==> config.mk <==
export PLATFORM = sky130hd
export DESIGN_NAME = audio_pause_fader
export DESIGN_NICKNAME = d
export VERILOG_FILES = /design/src/rtl/audio_pkg.sv /design/src/rtl/audio_gain_mul.sv /design/src/rtl/audio_pause_fader.sv
export SDC_FILE = /design/constraint.sdc
export NUM_CORES = 1
export LEC_CHECK = 0
export CAP_MARGIN = 40
export CORE_MARGIN = 4
export CORE_UTILIZATION = 31
export DETAILED_ROUTE_END_ITERATION = 12
export PLACE_DENSITY_LB_ADDON = 0.1
export REMOVE_ABC_BUFFERS = 1
export SYNTH_ARGS = -nofsm -noshare
export SYNTH_HDL_FRONTEND = slang
export SYNTH_SLANG_ARGS = --single-unit
==> constraint.sdc <==
create_clock -name clk_sys -period 5.1 [get_ports clk_sys]
set_clock_uncertainty 0.15 [all_clocks]
set_input_delay 1.02 -clock clk_sys [delete_from_list [all_inputs] [get_ports clk_sys]]
set_output_delay 1.02 -clock clk_sys [all_outputs]
set_load 0.1 [all_outputs]
==> src/rtl/audio_pkg.sv <==
// rtl/audio_pkg.sv - shared types and constants for the pause fader
package audio_pkg;

  typedef enum logic [1:0] {
    PLAY     = 2'd0,
    FADE_OUT = 2'd1,
    MUTED    = 2'd2,
    FADE_IN  = 2'd3
  } fade_state_t;

  localparam logic [15:0] AUDIO_MID = 16'h8000;
  localparam logic [8:0]  GAIN_FULL = 9'd256;

endpackage

==> src/rtl/audio_gain_mul.sv <==
// rtl/audio_gain_mul.sv - two-stage midpoint-relative gain pipeline
module audio_gain_mul
  import audio_pkg::*;
(
  input  logic        clk_sys,
  input  logic        reset,
  input  logic [15:0] audio_in,
  input  logic [8:0]  gain,
  output logic [15:0] audio_out
);

  logic [15:0]        samp_q, samp_d;
  logic [15:0]        out_q, out_d;
  logic signed [15:0] s;
  logic signed [9:0]  g;
  logic signed [25:0] p;
  logic               unused_p;

  always_comb begin
    samp_d = audio_in;
    s      = $signed(samp_q ^ AUDIO_MID);
    g      = $signed({1'b0, gain});
    p      = $signed({{10{s[15]}}, s}) * $signed({16'd0, g});
    // Dropping the low 8 bits of a two's complement value is a floor shift.
    out_d  = p[23:8] ^ AUDIO_MID;
  end

  // |s| * 256 fits in 24 bits, so the top product bits never carry data.
  assign unused_p = ^{p[25:24], p[7:0]};

  always_ff @(posedge clk_sys) begin
    if (reset) begin
      samp_q <= AUDIO_MID;
      out_q  <= AUDIO_MID;
    end else begin
      samp_q <= samp_d;
      out_q  <= out_d;
    end
  end

  assign audio_out = out_q;

endmodule

==> src/rtl/audio_pause_fader.sv <==
// rtl/audio_pause_fader.sv - click-free pause fade between core audio and output
module audio_pause_fader
  import audio_pkg::*;
#(
  parameter int STEP_DIV = 1600,
  parameter int GAIN_MAX = 256
) (
  input  logic        clk_sys,
  input  logic        reset,
  input  logic        pause,
  input  logic        fade_en,
  input  logic [15:0] audio_in,
  output logic [15:0] audio_out,
  output logic        muted,
  output logic [8:0]  gain
);

  localparam int CNT_W = (STEP_DIV > 1) ? $clog2(STEP_DIV) : 1;

  fade_state_t       state_q, state_d;
  logic [8:0]        gain_q, gain_d, gain_step;
  logic [CNT_W-1:0]  tick_q, tick_d;
  logic              muted_q, muted_d;
  logic              step;
  logic              unused_param;

  assign unused_param = (GAIN_MAX != 256);

  // Free-running divider; pause edges never restart it.
  always_comb begin
    step   = (tick_q == CNT_W'(STEP_DIV - 1));
    tick_d = step ? '0 : tick_q + CNT_W'(1);
  end

  always_comb begin
    state_d   = state_q;
    gain_d    = gain_q;
    gain_step = gain_q;
    if (!fade_en) begin
      if (pause) begin
        state_d = MUTED;
        gain_d  = 9'd0;
      end else begin
        state_d = PLAY;
        gain_d  = GAIN_FULL;
      end
    end else begin
      case (state_q)
        PLAY: begin
          if (pause) state_d = FADE_OUT;
        end
        FADE_OUT: begin
          // A coincident step lands in the old direction before reversing.
          if (step && gain_q != 9'd0) gain_step = gain_q - 9'd1;
          gain_d = gain_step;
          if (!pause)                  state_d = FADE_IN;
          else if (gain_step == 9'd0)  state_d = MUTED;
        end
        MUTED: begin
          if (!pause) state_d = FADE_IN;
        end
        FADE_IN: begin
          if (step && gain_q < GAIN_FULL) gain_step = gain_q + 9'd1;
          gain_d = gain_step;
          if (pause)                        state_d = FADE_OUT;
          else if (gain_step == GAIN_FULL)  state_d = PLAY;
        end
        default: begin
          state_d = PLAY;
          gain_d  = GAIN_FULL;
        end
      endcase
    end
    muted_d = (state_d == MUTED);
  end

  always_ff @(posedge clk_sys) begin
    if (reset) begin
      state_q <= PLAY;
      gain_q  <= GAIN_FULL;
      tick_q  <= '0;
      muted_q <= 1'b0;
    end else begin
      state_q <= state_d;
      gain_q  <= gain_d;
      tick_q  <= tick_d;
      muted_q <= muted_d;
    end
  end

  audio_gain_mul u_gain_mul (
    .clk_sys   (clk_sys),
    .reset     (reset),
    .audio_in  (audio_in),
    .gain      (gain_q),
    .audio_out (audio_out)
  );

  assign muted = muted_q;
  assign gain  = gain_q;

endmodule

== Yosys cells after proc, flatten, opt, wreduce, memory -nomap -nowiden ==
Index checks and enable logic that the tools add are counted.

* Memories kept: 0
* ROM bits: 0
* Register bits after elaboration: 55
* Word-level logic and storage cells: 44
* Latch bits: 0
* RAM bits: 0

* $mul: 1
* Order comparisons: 1
* Eq/ne operators: 7
* Shifts and indexed selects: 0
* Reduce and logical (&&, ||, !) cells: 6
* Divide/modulo/power cells: 0
* Bitwise gates (word level): 2
* $add $sub $neg: 3
* Mux-type cells: 18

{| class="wikitable"
|+ Operators by type and width
! kind !! count
|-
| $mux W9 || 8
|-
| $mul A16 B10 Y24 || 1
|-
| $pmux W9 S2 || 1
|-
| $mux W2 || 8
|-
| $add A11 B1 Y11 const B || 1
|-
| $eq A11 B11 Y1 const B || 1
|-
| $add A9 B1 Y9 const B || 1
|-
| $eq A9 B9 Y1 const B || 1
|-
| $logic_not A9 Y1 || 1
|-
| $lt A9 B9 Y1 const B || 1
|-
| $reduce_bool A9 Y1 || 1
|-
| $sub A9 B1 Y9 const B || 1
|-
| $pmux W2 S4 || 1
|-
| $eq A2 B2 Y1 const B || 3
|-
| $ne A3 B1 Y1 const B || 1
|-
| $eq A2 B1 Y1 const B || 1
|-
| $logic_and A1 B1 Y1 || 2
|-
| $logic_not A2 Y1 || 1
|-
| $not A1 Y1 || 2
|-
| $reduce_or A2 Y1 || 1
|}

== Longest topological paths before layout ==
Gate-level depths: netlist of the first run.

* Word-level depth: 11
* Gate-level depth with buffers: 23

== Modules after synthesis ==
From an unflattened synthesis of the first run, not the netlist that was laid out.

* Cells, all modules: 787
* Area, all modules: 7091.8 um^2

{| class="wikitable"
|+ By module, submodules not included
! module !! cells each !! sequential area each (um^2) !! instances !! area an instance (um^2)
|-
| audio_gain_mul || 588 || 640.6 || 1 || 5531.6
|-
| audio_pause_fader || 199 || 460.4 || 1 || 1560.2
|}

== Worst setup path after synthesis of the first run ==
OpenSTA, ideal clock, no wires.

* Path type: reg2reg
* Start: register gain_q[2], in the netlist gain[2]
* End: register u_gain_mul.out_q[15], in the netlist u_gain_mul.audio_out[15]
* Stages on the path, launching flop included: 22
* Path slack: -1387 ps
* Setup time: 117 ps
* Data required time: 4833 ps
* Arrival time: 6220 ps
* Clock period less this slack: 6487 ps
* Cell sequence: dfxtp_1 -> buf_2 -> clkbuf_1 -> buf_1 -> nand2_1 -> fa_1 -> inv_1 -> fa_1 -> fa_1 -> fa_1 -> inv_1 -> fa_1 -> inv_1 -> ha_1 -> and3_1 -> a221oi_1 -> nand2_1 -> nor3_1 -> o311ai_1 -> a21oi_1 -> xnor2_1 -> nand2b_1

* Longest elaborated chain between the ends: 2

{| class="wikitable"
|+ Ends and longest elaborated chain
! what !! RTL line !! text
|-
| from (decl) || audio_pause_fader.sv:21 || <nowiki>logic [8:0] gain_q, gain_d, gain_step;</nowiki>
|-
| from (signal assigned) || audio_pause_fader.sv:85 || <nowiki>gain_q <= gain_d;</nowiki>
|-
| $mul A16 B10 Y24 || audio_gain_mul.sv:23 || <nowiki>p = $signed({{10{s[15]}}, s}) * $signed({16'd0, g});</nowiki>
|-
| $not A1 Y1 (no line) || - ||
|-
| to (signal assigned) || audio_gain_mul.sv:37 || <nowiki>out_q <= out_d;</nowiki>
|-
| to (decl) || audio_gain_mul.sv:13 || <nowiki>logic [15:0] out_q, out_d;</nowiki>
|}

No other way between the ends.
A chain may end at the register's enable or synchronous reset.

== Worst setup path in the final report of the first run ==
* Start: register u_gain_mul.samp_q[8]
* End: register u_gain_mul.out_q[15], in the netlist u_gain_mul.audio_out[15]

* Longest elaborated chain between the ends: 2

{| class="wikitable"
|+ Ends and longest elaborated chain
! what !! RTL line !! text
|-
| from (decl) || audio_gain_mul.sv:12 || <nowiki>logic [15:0] samp_q, samp_d;</nowiki>
|-
| from (signal assigned) || audio_gain_mul.sv:36 || <nowiki>samp_q <= samp_d;</nowiki>
|-
| $mul A16 B10 Y24 || audio_gain_mul.sv:23 ||
|-
| $not A1 Y1 (no line) || - ||
|}

No other way between the ends.

==> results of run 1 <==
-- cell families after synthesis --
logic type / Yosys count
buffers and inverters: 177
AOI/OAI and AO/OA: 66
xor gates and xnor gates: 37
DFF: 55
adders and majority gates: 167
and+or+nand+nor: 281
-- what timing repair did --
action,CTS,global route
setup buffers,10,4
hold endpoints to repair,0,0
gates cloned,1,0
pin swaps,59,35
resized for setup,69,28
setup endpoints to repair,12,12
-- layer usage --
| metal | vias to the layer above | track usage | wire length (µm) |
|---|---|---|---|
| li1 | 2692 | - | - |
| met1 | 2764 | 0.199 | 8180 |
| met2 | 75 | 0.251 | 8660 |
| met3 | 21 | 0.0205 | 479 |
| met4 | 0 | 0.0324 | 294 |
| met5 | - | 0 | 0 |
-- through the flow --
stage	instance area, µm²	power [mW]
after global placement	8270	0.677
after global routing	9400	1.13
after detailed placement	8740	0.699
final	9400	1.08
after CTS	9300	1.09
after floorplan	6800	0.591
-- sequential cells by signal (all words and copies together), names as in the netlist --
register and count:
gain 9, tick_q 11, muted 1, u_gain_mul.audio_out 16, u_gain_mul.samp_q 16, state_q 2
-- final timing paths --
check	depth (start not counted)	slack, ps	start	end
worst max-delay path	19	-70	u_gain_mul.samp_q[8]	u_gain_mul.audio_out[15]
worst min-delay path	1	310	tick_q[0]	tick_q[0]
worst max register to register	19	-70	u_gain_mul.samp_q[8]	u_gain_mul.audio_out[15]
worst min register to register	1	310	tick_q[0]	tick_q[0]
-- worst register-to-register path, cell delays in order (launching register included) --
cell and delay (ps):
dfxtp_2 460, nand2_1 120, fa_1 550, inv_1 50
fa_1 490, inv_1 50, fa_1 550, fa_1 430
fa_1 490, inv_1 60, ha_4 220, a21oi_2 140
nor2_1 70, or3_4 400, nor3_4 220, buf_12 150
o311ai_4 100, a21oi_2 170, xnor2_1 130, nand2b_1 70
-- synth_stat cells, types with 2 or more instances --
| master | n | area [µm²] |
|---|---|---|
| o21a_1 | 8 | 60.1 |
| o21ai_0 | 4 | 20.0 |
| dfxtp_1 | 55 | 1100 |
| and2_1 | 67 | 419 |
| a31oi_1 | 3 | 18.8 |
| a21o_1 | 4 | 30.0 |
| a211oi_1 | 4 | 30.0 |
| xnor2_1 | 20 | 175 |
| a21oi_1 | 14 | 70.1 |
| ha_1 | 53 | 663 |
| and4_1 | 2 | 17.5 |
| nor4bb_1 | 2 | 20.0 |
| nor2b_1 | 18 | 113 |
| clkbuf_1 | 21 | 78.8 |
| inv_1 | 140 | 526 |
| buf_2 | 4 | 20.0 |
| o21ai_1 | 11 | 55.1 |
| or3_1 | 5 | 31.3 |
| nor3_1 | 11 | 55.1 |
| o211ai_1 | 2 | 15.0 |
| nand4_1 | 4 | 25.0 |
| and3_1 | 12 | 75.1 |
| nor2_1 | 39 | 146 |
| or2_2 | 2 | 12.5 |
| nand2b_1 | 8 | 50.1 |
| fa_1 | 114 | 2280 |
| buf_1 | 10 | 37.5 |
| nand2_1 | 89 | 334 |
| xor2_1 | 17 | 149 |
| a41o_1 | 2 | 20.0 |
| nand3_1 | 14 | 70.1 |
-- placed cells by master (no fill, tap or decap), drive strengths merged, types with 5 or more instances in the layout --
cell type and n:
and2 67, dfxtp 55, nor2b 18, nor3 11, ha 53, and3 12
a21oi 14, inv 141, nor2 39, or3 5, o21ai 15, o21a 8
clkbuf 5, xor2 17, nand3 15, a211oi 5, fa 114, clkdlybuf4s50 45
xnor2 20, buf 125, nand2b 8, nand2 89
-- power by group --
group / leakage (nW) / switching [mW] / internal [mW]
Combinational: 4.07 / 0.123 / 0.105
Clock: 0.0772 / 0.197 / 0.190
Sequential: 0.459 / 0.0203 / 0.443
Total: 4.61 / 0.341 / 0.737
-- area by class of cell --
type	instances	area (µm²)	share of cell area
Sequential cell	55	1140	0.121
Tap cell	280	350	0.0373
Clock buffer	5	125	0.0133
Inverter	141	529	0.0563
Multi-Input combinational cell	551	5480	0.583
Timing Repair Buffer	170	1740	0.185
Clock inverter	3	33.8	0.00359
==> results.json, run 1 <==
{
  "dpl.hpwl_um": 14300,
  "drt_first_pass_iters": 4,
  "syn_avg_cell_area_um2": 8.87,
  "dr_total_vias": 5552,
  "tightest_slew_ps": 731,
  "die_w_um": 158,
  "syn_to_final_growth_pct": 35.4,
  "dieArea_mm2": 0.0249,
  "synth_simple_gate_area_frac": 0.208,
  "start_util": 0.316,
  "cts_buffers": 5,
  "cts.sinks": 55,
  "slowest_stage": "fa_1",
  "cp.required_ps": 5150,
  "instances_no_fill": 1205,
  "synth_compound_area_frac": 0.0652,
  "cts_htree_levels": 2,
  "final_util": 0.428,
  "critPathKind": "reg -> reg",
  "routabilityCongestion": 0.840,
  "syn_inst": 783,
  "cellPowerDensity_mw_per_mm2": 115,
  "setup_viol": 4,
  "finalSetupTns_ps": -117,
  "cp-start-kind": "flop",
  "p_leak_nw": 4.61,
  "synth_fa_ha_area_frac": 0.424,
  "fillers": 2170,
  "via_per_inst": 4.61,
  "antenna_found_initial": 0,
  "cp_max_fo": 6,
  "drt-initial-drc-count": 222,
  "syn_area_mm2": 0.00695,
  "cts_buffer_depth": 2,
  "min_path_type": "reg -> reg",
  "report.final.slew_viol_count": 0,
  "antenna_left": 0,
  "port_buffers": 45,
  "overflow": 0,
  "cpMostUsedCell": "fa_1",
  "violations": "negative setup slack",
  "ys_warn_count": 0,
  "cts_tree": "built",
  "grt_pass1_vias": 5931,
  "chipHeight_um": 158,
  "crit_chain": "nand2_1 > fa_1 > inv_1 > fa_1 > inv_1 > fa_1 > fa_1 > fa_1 > inv_1 > ha_4 > a21oi_2 > nor2_1 > or3_4 > nor3_4 > buf_12 > o311ai_4 > a21oi_2 > xnor2_1 > nand2b_1",
  "drive_gt1_frac": 0.228,
  "synth_top_family_by_area": "adder cells",
  "cp_data_arrival_time_ps": 5220,
  "slew_headroom": 0.513,
  "grt_setup_unrepaired": "true",
  "synth.mux.area_fraction": 0,
  "wl_um": 17600,
  "grt_pass1_wl_um": 29400,
  "seq_area_frac_synth": 0.159,
  "vdd_drop_max_mv": 0.137,
  "finalCriticalPeriod_ps": 5170,
  "worst_setup_path_end_kind": "flop",
  "outcome": "finished, violations left",
  "synth_edf_count": 0,
  "clkTransAtPathRegs_ps": 90,
  "drv_cap": 0,
  "core_mm2": 0.0220,
  "post-place-ws_ps": -474,
  "hold_viol_final": 0,
  "critPathMaxStageDelay_ps": 550,
  "antenna-diode-count": 0,
  "insertion_delay_ps": 320,
  "rows": 54,
  "drc": 0,
  "synthXorXnorAreaFrac": 0.0466,
  "cts_hold_buf": 0,
  "cts-root-buf": "clkbuf_16",
  "fmax_mhz": 193,
  "crit_buf_inv": 4,
  "yosysUniqueCellTypes": 55,
  "ys_ff_latch": 55,
  "setup_ws_ps": -70.2,
  "gr-usage-all-layers": 0.147,
  "io_pins": 46,
  "hold_slack_ps": 313,
  "ys.flop_type": "dfxtp_1",
  "dp_cells": 1184,
  "fin_crit_sh": 1.01,
  "async_flop_share": 0,
  "path_delay_family": "adder cells",
  "nets": 1111,
  "avgRoutedWirePerCell_um": 14.6,
  "grt_max_degree": 23
}
No activity file was read; power rests on OpenSTA's default activity.
==> inputs of run 2 (changes only) <==
Settings changed: PLACE_DENSITY_LB_ADDON 0.1 to not set, SLEW_MARGIN set to 20.
==> run 2 against run 1 <==
  * The run still ends with negative setup slack left
  * Flip-flop and latch count unchanged
  * Global-route usage shrank 1.4 points
  * Non-clock buffer count fell by 8
  * First-iteration DRC count rose by 3.2%
  * Power fell by 0.84%
  * Via count fell by 1.5%
  * Cell count decreased by 0.66%
  * Sequential power barely moved
  * Hold slack improved by 8.3 ps
  * Die area is the same
==> results.json, run 2 (synthesized netlist as in run 1, its figures left out) <==
{
  "outcome": "finished, violations left",
  "violations": "negative setup slack",
  "clkPwrFrac": 0.355,
  "reg2regPathDepth": 19,
  "power_frac_comb": 0.213,
  "reg2reg_to": "u_gain_mul.audio_out[15]",
  "p_switching_mw": 0.333,
  "antenna_left": 0,
  "fin_crit_sh": 1.01,
  "total_power_mw": 1.07,
  "drv_cap": 0,
  "cp.required_ps": 5160,
  "routabilityCongestion": 0.817,
  "switching_share": 0.312,
  "insertion_delay_ps": 310,
  "cp_max_fo": 6,
  "cp-start-kind": "flop",
  "overflow": 0,
  "via_per_inst": 4.57,
  "instances_no_fill": 1197,
  "die_w_um": 158,
  "dp_cells": 1172,
  "placed_area_mm2": 0.00860,
  "report.final.slew_viol_count": 0,
  "r2r-start": "gain[5]",
  "cts.sinks": 55,
  "p_seq_frac": 0.431,
  "worst_setup_path_end_kind": "flop",
  "final_common_cell": "inv_1",
  "cp_data_arrival_time_ps": 5210,
  "cts_tree": "built",
  "fmax_mhz": 194,
  "cts_hold_buf": 0,
  "cts_buffers": 5,
  "slew_headroom": 0.481,
  "drt-initial-drc-count": 229,
  "drive_gt1_frac": 0.227,
  "gr-usage-all-layers": 0.133,
  "fin_area_mm2": 0.00929,
  "core_mm2": 0.0220,
  "layout_common_cells": "inv_1, fa_1, nand2_1",
  "setup_viol": 4,
  "dpl.hpwl_um": 12800,
  "critPathKind": "reg -> reg",
  "antenna_found_initial": 0,
  "grt_pass1_wl_um": 27100,
  "syn_to_final_growth_pct": 33.8,
  "cts_buffer_depth": 2,
  "hold_viol_final": 0,
  "hold-path-cell-count": 1,
  "r2r_slack_ps": -50,
  "finalCriticalPeriod_ps": 5150,
  "nets": 1103,
  "min_path_type": "reg -> reg",
  "grt_setup_unrepaired": "true",
  "rows": 54,
  "grt_max_degree": 40,
  "hp-start": "tick_q[0]",
  "cts-root-buf": "clkbuf_16",
  "drc": 0,
  "p_leak_nw": 4.56,
  "cellPowerDensity_mw_per_mm2": 115,
  "tightest_slew_ps": 778,
  "internal-power_mw": 0.736,
  "start_util": 0.316,
  "vdd_drop_max_mv": 0.128,
  "clkTransAtPathRegs_ps": 80,
  "grt_pass1_vias": 5669,
  "wl_um": 16000,
  "antenna-diode-count": 0,
  "io_pins": 46,
  "cts_htree_levels": 2,
  "setup_ws_ps": -51.1,
  "chipHeight_um": 158,
  "drt_first_pass_iters": 4,
  "avgRoutedWirePerCell_um": 13.4,
  "min_to": "tick_q[0]",
  "port_buffers": 45,
  "dr_total_vias": 5469,
  "dieArea_mm2": 0.0249
}
-- run 2: worst max-delay path by stage --
| stage | start | endpoint | cells after the start |
|---|---|---|---|
| 3_3_place_gp | u_gain_mul.samp_q[8] | u_gain_mul.audio_out[15] | 19 |
| 5_1_grt | gain[2] | u_gain_mul.audio_out[15] | 20 |
| 6_report | gain[5] | u_gain_mul.audio_out[15] | 19 |
| 3_5_place_dp | gain[4] | u_gain_mul.audio_out[15] | 19 |
| 4_1_cts | gain[2] | u_gain_mul.audio_out[15] | 21 |
| 2_1_floorplan | gain[1] | u_gain_mul.audio_out[15] | 18 |
-- run 2: timing repair --
action / CTS / global route
endpoints found under the setup margin: 12 / 14
buffers inserted: 14 / 5
resized for setup: 86 / 25
gates cloned: 1 / 0
pin swaps: 56 / 36
-- run 2: metrics by stage --
stage | setup TNS [ps] | utilization | setup WS (ps) | hold WS, ps
4_1_cts | -112 | 0.420 | -55.9 | 328
3_5_place_dp | -3270 | 0.392 | -421 | 311
5_1_grt | -1820 | 0.423 | -242 | 363
2_1_floorplan | -10630 | - | -1060 | 276
6_report | -95.9 | 0.423 | -51.1 | 321
3_3_place_gp | -2700 | 0.372 | -363 | 293
-- run 2: power groups by stage --
| stage | combinational, mW | clock [mW] | sequential, mW |
|---|---|---|---|
| floorplan | 0.0742 | 0 | 0.517 |
| global placement | 0.196 | 0 | 0.475 |
| detailed placement | 0.221 | 0 | 0.475 |
| CTS | 0.229 | 0.400 | 0.462 |
| global route | 0.249 | 0.413 | 0.464 |
| finish | 0.228 | 0.380 | 0.461 |
-- run 2: area by class of cell --
type                            instances  area, µm²
Timing Repair Buffer                  162       1630
Multi-Input combinational cell        551       5470
Sequential cell                        55       1150
Clock inverter                          3       33.8
Fill cell                            2154      12700
Tap cell                              280        350
Clock buffer                            5        125
Inverter                              141        529
-- run 2: worst max-delay path, cell delays in order (launching register included) --
cell,delay [ps]
dfxtp_4,380
buf_6,120
and2_4,130
fa_1,520
inv_1,50
fa_1,510
fa_1,440
fa_1,500
fa_1,540
inv_2,50
ha_4,270
nand4_1,120
buf_4,160
a211oi_4,240
nor3_4,80
buf_6,140
o311ai_4,330
a21oi_2,100
xnor2_1,130
nand2b_1,70
-- run 2: metal layers --
layer	wire, µm	vias up	global-route usage
li1	-	2673	-
met1	7140	2701	0.177
met2	8230	84	0.235
met3	514	11	0.0169
met4	129	0	0.0242
met5	0	-	0
==> inputs of run 3 (changes only) <==
Settings changed: ABC_CLOCK_PERIOD_IN_PS set to 5900, CORE_MARGIN 4 to not set.
Clock period 5.1 ns to 5.9 ns, I/O delays scaled along.
==> run 3 against run 2 <==
  * Utilization down 3.8 points
  * Sequential power decreased by 11%
  * Wire length decreased by 3.1%
  * Power shrank 15%
  * Critical path type unchanged
  * First-iteration DRC count rose by 1.3%
  * Clock power shrank 13%
  * The flow now finishes without violations
  * Combinational power shrank 24%
  * Die area shrank 7.5%
  * Count of clock-buffer cells in the layout did not move
  * Cell area shrank 9.4%
  * Global-route usage rose by 1.1 points
  * Critical path depth stayed put
==> results.json, run 3 (synthesized netlist as in run 1, its figures left out) <==
{
  "overflow": 0,
  "dr_total_vias": 5260,
  "r2r_slack_ps": 290,
  "fin_area_mm2": 0.00842,
  "path_delay_family": "adder cells",
  "cts.sinks": 55,
  "antenna_left": 0,
  "worst_setup_path_end_kind": "flop",
  "clkTransAtPathRegs_ps": 80,
  "cts-root-buf": "clkbuf_16",
  "drc": 0,
  "total_power_mw": 0.913,
  "rows": 54,
  "finalSetupTns_ps": 0,
  "cp_max_fo": 9,
  "critPathMaxStageDelay_ps": 550,
  "cts_setup_buffers": 0,
  "antenna_found_initial": 0,
  "wl_met2_um": 7950,
  "p_leak_nw": 4.15,
  "cp_data_arrival_time_ps": 5670,
  "cp.required_ps": 5970,
  "finalCriticalPeriod_ps": 5610,
  "grt_max_degree": 40,
  "core_mm2": 0.0219,
  "cts_buffer_depth": 2,
  "placed_area_mm2": 0.00822,
  "tightest_slew_ps": 648,
  "routabilityCongestion": 0.864,
  "setup_viol": 0,
  "avgRoutedWirePerCell_um": 13.8,
  "drt-initial-drc-count": 232,
  "cts_buffers": 5,
  "cellPowerDensity_mw_per_mm2": 108,
  "io_pins": 46,
  "antenna-diode-count": 0,
  "slew_headroom": 0.568,
  "dieArea_mm2": 0.0230,
  "outcome": "finished clean",
  "vdd_drop_max_mv": 0.114,
  "crit_chain": "nand2_1 > fa_1 > inv_1 > fa_1 > fa_1 > fa_1 > inv_1 > fa_1 > inv_1 > ha_1 > nand4_1 > o21ai_1 > or3_1 > nor3_1 > buf_4 > o311ai_1 > a21oi_1 > xnor2_1 > nand2b_1",
  "fmax_mhz": 178,
  "drv_cap": 0,
  "grt_pass1_vias": 5344,
  "cts_resized": 0,
  "drive_gt1_frac": 0.0898,
  "cpMostUsedCell": "fa_1",
  "gr-usage-all-layers": 0.144,
  "grt_setup_unrepaired": "false",
  "min_path_type": "reg -> reg",
  "syn_to_final_growth_pct": 21.2,
  "wl_met3_um": 459,
  "slowest_stage": "dfxtp_1",
  "wl_um": 15500,
  "cts_tree": "built",
  "start_util": 0.317,
  "chipHeight_um": 152,
  "drt-met1-wl_um": 6910,
  "dpl.hpwl_um": 12500,
  "crit_buf_inv": 4,
  "cts_htree_levels": 2,
  "insertion_delay_ps": 320,
  "cts_hold_buf": 0,
  "grt_pass1_wl_um": 25900,
  "via_per_inst": 4.67,
  "report.final.slew_viol_count": 0,
  "hold_viol_final": 0,
  "fin_crit_sh": 0.950,
  "top_layer_used": "met4",
  "drt_first_pass_iters": 4,
  "final_common_cell": "inv_1",
  "cp-start-kind": "flop",
  "layout_common_cells": "inv_1, fa_1, nand2_1",
  "nets": 1032,
  "critPathKind": "reg -> reg",
  "die_w_um": 152,
  "port_buffers": 45
}
[run 3: cell types whose count changed in the layout (fill, tap and decap cells not counted), sizes merged]
cell	delta
buf	-71
clkinv	-1
inv	+1
[run 3: cell type report]
type / instances / area, µm²
Clock buffer: 5 / 125
Clock inverter: 3 / 31.3
Fill cell: 2275 / 13500
Inverter: 141 / 529
Multi-Input combinational cell: 551 / 5170
Sequential cell: 55 / 1120
Tap cell: 280 / 350
Timing Repair Buffer: 91 / 1090
[run 3: power breakdown]
group | leakage, nW | internal, mW | switching [mW]
combinational | 3.62 | 0.0767 | 0.0965
clock | 0.0778 | 0.165 | 0.167
sequential | 0.456 | 0.386 | 0.0225
[run 3: per-layer routing]
layer	global-route usage	vias up
met4	0.0406	0
met3	0.0183	18
met2	0.252	91
met5	0	-
met1	0.186	2621
li1	-	2530
[run 3: worst reg2reg max path: cells and delay by family (launching register included)]
family / cells / cell delay (ps)
fa+ha+maj: 6 / 2960
simple gates: 5 / 950
flops: 1 / 550
compound gates: 3 / 460
buf+inv: 4 / 300
xor+xnor: 1 / 140
[run 3: path summary, 6_finish.rpt]
kind	depth (start not counted)	end	start
worst min-delay path	1	tick_q[0]	tick_q[0]
worst max register to register	19	u_gain_mul.audio_out[15]	u_gain_mul.samp_q[7]
worst max-delay path	19	u_gain_mul.audio_out[15]	u_gain_mul.samp_q[7]
worst min register to register	1	tick_q[0]	tick_q[0]
[run 3: metrics by stage]
| stage | std cells | utilization | worst slack [ps] | hold WS [ps] |
|---|---|---|---|---|
| final | 1126 | 0.385 | 295 | 313 |
| after global routing | 1126 | 0.385 | 9.87 | 341 |
| after CTS | 1125 | 0.383 | 160 | 323 |
| after detailed placement | 1117 | 0.376 | 192 | 302 |
| after global placement | 1090 | 0.353 | 275 | 295 |
| after floorplan | 747 | - | -255 | 276 |
